$ cat src/rtl/uop_rom_seq.sv
// Writable micro-op table with a burst sequencer: streams req_len+1 consecutive
// entries from req_addr over a valid/ready interface, one per cycle.
//
// state | meaning
// IDLE  | waiting for a burst request; req_ready high
// READ  | loading table entries into Uop as the consumer allows
// DRAIN | final entry presented, waiting for its handshake
module uop_rom_seq #(
    parameter int              DW          = 8,
    parameter int              DEPTH       = 256,
    parameter int              AW          = $clog2(DEPTH),  // derived from DEPTH; leave at default
    parameter logic [DW-1:0]   DEFAULT_UOP = 8'h02
) (
    input  logic          CS,
    input  logic          cen,
    input  logic          wr_en,
    input  logic [AW-1:0] wr_addr,
    input  logic [DW-1:0] wr_data,
    input  logic          req_valid,
    output logic          req_ready,
    input  logic [AW-1:0] req_addr,
    input  logic [AW-1:0] req_len,
    output logic [DW-1:0] Uop,
    output logic          uop_valid,
    input  logic          uop_ready,
    output logic          uop_last,
    output logic          busy
);

    typedef enum logic [1:0] {
        IDLE  = 2'd0,
        READ  = 2'd1,
        DRAIN = 2'd2
    } state_t;

    state_t        state;
    logic [AW-1:0] ptr;
    logic [AW-1:0] rem;
    logic [DW-1:0] tbl [DEPTH];

    // Table write port; reads below see the pre-write contents on the same edge.
    always_ff @(posedge CS or posedge cen) begin
        if (cen) begin
            for (int i = 0; i < DEPTH; i++) begin
                tbl[i] <= (i == 0) ? '0 : DEFAULT_UOP;
            end
        end else if (wr_en) begin
            tbl[wr_addr] <= wr_data;
        end
    end

    always_ff @(posedge CS or posedge cen) begin
        if (cen) begin
            state     <= IDLE;
            ptr       <= '0;
            rem       <= '0;
            Uop       <= '0;
            uop_valid <= 1'b0;
            uop_last  <= 1'b0;
        end else begin
            case (state)
                IDLE: begin
                    if (req_valid) begin
                        ptr   <= req_addr;
                        rem   <= req_len;
                        state <= READ;
                    end
                end
                READ: begin
                    // Advance only when the output register is empty or being consumed.
                    if (!uop_valid || uop_ready) begin
                        Uop       <= tbl[ptr];
                        uop_valid <= 1'b1;
                        uop_last  <= (rem == '0);
                        ptr       <= ptr + AW'(1);
                        rem       <= rem - AW'(1);
                        if (rem == '0) begin
                            state <= DRAIN;
                        end
                    end
                end
                DRAIN: begin
                    if (uop_ready) begin
                        uop_valid <= 1'b0;
                        uop_last  <= 1'b0;
                        state     <= IDLE;
                    end
                end
                default: begin
                    state <= IDLE;
                end
            endcase
        end
    end

    assign req_ready = (state == IDLE);
    assign busy      = (state != IDLE);

endmodule

$ cat config.mk
export PLATFORM = sky130hd
export DESIGN_NAME = uop_rom_seq
export DESIGN_NICKNAME = d
export VERILOG_FILES = /design/src/rtl/uop_rom_seq.sv
export SDC_FILE = /design/constraint.sdc
export NUM_CORES = 2
export LEC_CHECK = 0
export CAP_MARGIN = 20
export CORE_MARGIN = 2
export CORE_UTILIZATION = 35
export CTS_BUF_LIST = sky130_fd_sc_hd__clkbuf_4 sky130_fd_sc_hd__clkbuf_8 sky130_fd_sc_hd__clkbuf_16
export CTS_CLUSTER_DIAMETER = 40
export DETAILED_ROUTE_END_ITERATION = 6
export GPL_ROUTABILITY_DRIVEN = 0
export SYNTH_ARGS = -nofsm -noshare
export SYNTH_HDL_FRONTEND = slang
export SYNTH_SLANG_ARGS = --single-unit
$ cat constraint.sdc
create_clock -name CS -period 103.3 [get_ports CS]
set_input_delay 10.33 -clock CS [delete_from_list [all_inputs] [get_ports CS]]
set_output_delay 10.33 -clock CS [all_outputs]
set_load 0.02 [all_outputs]
==> flow_summary_export.csv <==
group,metric,value,unit
logic_synthesis,synthAdderAreaFrac,0.000262,
min_path,hold_path.class,"register to register",
worst_setup_path,worst_path_largest_cell_delay,0.81,ns
cells_and_area,layout.nets,6387,
cts,cts_root_buf,"clkbuf_16",
logic_synthesis,ys_types,59,
worst_setup_path,startpoint_type,"primary input",
cts,clock_latency,0.93,ns
timing,rsz0062_at_grt,"false",
worst_setup_path,endpoint_kind,"async pin",
power_and_ir_drop,power.density,23.5,mW/mm^2
logic_synthesis,ys_top_cells_by_area,"dfrtp_1 (48%), mux2_2 (24%), mux4_2 (9.7%), dfstp_2 (7.0%), mux2i_1 (3.2%)",
logic_synthesis,synth_top_family_by_area,"multiplexers",
logic_synthesis,syn-num-nets,6373,
logic_synthesis,synthCells,6334,
grt,grt_pass1_vias,60100,
cts,cts_resized,0,
cts,post_cts_buffers,0,
grt,globalRouteOverflowTotal,0,
cts,numCtsBuffers,321,
drt,wirelength,279000,um
timing,drv_slew,0,
timing,fmax,63.1,MHz
placement,port_buffers,48,
power_and_ir_drop,power_leakage,50.8,nW
floorplan,dieArea,0.277,mm^2
logic_synthesis,ys_ff_latch,2076,
logic_synthesis,synth-compound-area-share,0.0291,
timing,fin_worst_skew,0.0482,ns
drt,drt-initial-drc-count,4161,
timing,whs,0.497,ns
worst_setup_path,path_buf_inv,9,
floorplan,die_w,526,um
logic_synthesis,yosys.area_share.simple,0.0254,
timing,worst_slack,87.45,ns
cts,max-clock-path-buffers,4,
placement,place_ws,86.19,ns
cts,htree_levels,5,
grt,grt_util_all_layers,0.200,
grt,antenna_found_initial,16,
logic_synthesis,ys_top_cells_by_count,"mux2_2 (2061), dfrtp_1 (1821), mux4_2 (409), clkbuf_1 (339), mux2i_1 (309)",
floorplan,boundaryPins,49,
logic_synthesis,syn_avg_cell_area,15.1,um^2
logic_synthesis,ys_seq_area_frac,0.548,
grt,grt_pass1_wl,416000,um
logic_synthesis,synth_mux_area_frac,0.372,
placement,dp.final_hpwl,167000,um
logic_synthesis,synth-xor-area-share,0,
worst_setup_path,cp_data_required_time,104.29,ns
timing,min_period_over_period,0.153,
drt,dr_total_vias,56900,
power_and_ir_drop,vdd_drop_max,0.0232,mV
cells_and_area,final_util,0.408,
timing,hold_violations,0,
cts,hold_buffers,0,
worst_setup_path,critPathTopFamily,"buffers and inverters",
timing,fin_crit,15.85,ns
worst_setup_path,cp.arrival,16.84,ns
placement,dpl-instance-area,0.0992,mm^2
logic_synthesis,yosys.cell_count.top_type,"mux2_2",
cts,clk_pin_slew,0.06,ns
drt,dr.pass1.iters,5,
logic_synthesis,synth_edf_count,0,
timing,tightest_slew,1.21,ns
cells_and_area,area_growth,15.9,%
cts,cts_tree,"done",
cts,cts_sinks,2076,
worst_setup_path,crit_slowest_cell,"buf_4",
timing,fin_setup_tns,0,ns
floorplan,die_h,526,um
logic_synthesis,yosys_most_used_dff,"dfrtp_1",
logic_synthesis,syn-cell-area,0.0953,mm^2
floorplan,start_util,0.352,
drt,ant_nets,0,
worst_setup_path,crit_type,"primary input to async pin",
timing,max_slew_margin,0.189,
cells_and_area,drive_gt1_frac,0.525,
floorplan,core_area,0.271,mm^2
worst_setup_path,cp_cell_sequence,"clkdlybuf4s50_1 -> inv_8 -> buf_4 -> buf_4 -> buf_4 -> buf_4 -> buf_4 -> buf_4 -> buf_4",
drt,routedWlPerCell,27.5,um
logic_synthesis,synth_warnings,0,
timing,setup_viol,0,
logic_synthesis,yosysTopAreaCell,"dfrtp_1",
logic_synthesis,synthArstFlopShare,1.00,
cells_and_area,nFillCells,24600,
grt,grt_max_degree,181,
drt,viasPerCell,5.59,
cells_and_area,fin_area,0.110,mm^2
worst_setup_path,crit_path_frequent_cell,"buf_4",
floorplan,fp-row-count,191,
logic_synthesis,synth_top_area_frac,0.478,
run_status,outcome,"finished clean",
drt,drc,0,
flow_run,max_cap_viol_count,0,
worst_setup_path,cp_max_fo,117,
[stage by stage]
stage | std cells | power [mW]
after floorplan | 6334 | 1.28
after global placement | 9592 | 1.49
after detailed placement | 9592 | 1.49
after CTS | 10200 | 2.62
after global routing | 10200 | 2.69
final | 10200 | 2.60
[power by group]
group	internal [mW]	switching (mW)
clock network	0.726	0.397
registers	0.861	0.0415
logic	0.205	0.371
total	1.79	0.809
[final cells by class]
class                   count  area [um^2]  share of cell area
multi-input cells        3763        40800               0.369
diodes                      8         20.0            0.000181
clock inverters           162         2160              0.0196
clock buffers             408         9040              0.0818
well taps                3570         4470              0.0404
flip-flops and latches   2076        52300               0.473
inverters                  11         56.3            0.000510
repair buffers            175         1640              0.0148
[state kept, by name, summed over array words and instances (netlist names)]
| signal | flops |
|---|---|
| tbl | 2048 |
| Uop | 8 |
| ptr | 8 |
| rem | 8 |
| state | 2 |
| uop_last | 1 |
| uop_valid | 1 |
[routing by layer]
metal | up-vias | GRT usage | wire length, um
met1 | 31100 | 0.268 | 119000
met2 | 1559 | 0.320 | 132000
met5 | - | 0 | 50
met4 | 6 | 0.0905 | 12900
li1 | 23700 | - | -
met3 | 587 | 0.0320 | 14500
[cell usage in the layout, fill, tap and decap left out, drive strengths merged, types with 5 or more instances in the layout]
cell and count:
a2111oi 7, a211o 5, a211oi 18, a21oi 104, a221o 5, a221oi 41
a22o 5, a22oi 57, a311oi 5, a31oi 15, buf 128, bufinv 41
clkbuf 415, clkdlybuf4s50 40, clkinv 59, clkinvlp 23, dfrtp 1821, dfstp 255
diode 8, inv 50, mux2 2061, mux2i 309, mux4 409, nand2 202
nand2b 13, nand3 42, nor2 235, nor2b 19, nor3 24, nor4 6
o211ai 11, o21ai 55, o221ai 22, o22ai 37
[cells by family (layout without fill, tap and decap cells)]
kind of cell             after synthesis  in the layout
multiplexers                        2779           2779
flip-flops                          2076           2076
AND/OR/NAND/NOR                      571            571
buffers and inverters                495            756
AO/OA/AOI/OAI                        411            411
adder cells (fa/ha/maj)                2              2
other                                  0              8
[worst paths after layout]
| path | slack [ns] | cells after the start | start | to |
|---|---|---|---|---|
| worst max-delay path | 87.45 | 9 | cen | tbl[1744] |
| worst min-delay path | 0.50 | 1 | tbl[842] | tbl[842] |
| worst max register to register | 97.32 | 11 | ptr[1] | Uop[7] |
| worst min register to register | 0.50 | 1 | tbl[842] | tbl[842] |
| max in group CS | 90.10 | 6 | wr_addr[3] | tbl[1591] |
| min in group asynchronous | 10.04 | 2 | cen | tbl[885] |
Power figures use the tool's default switching activity.
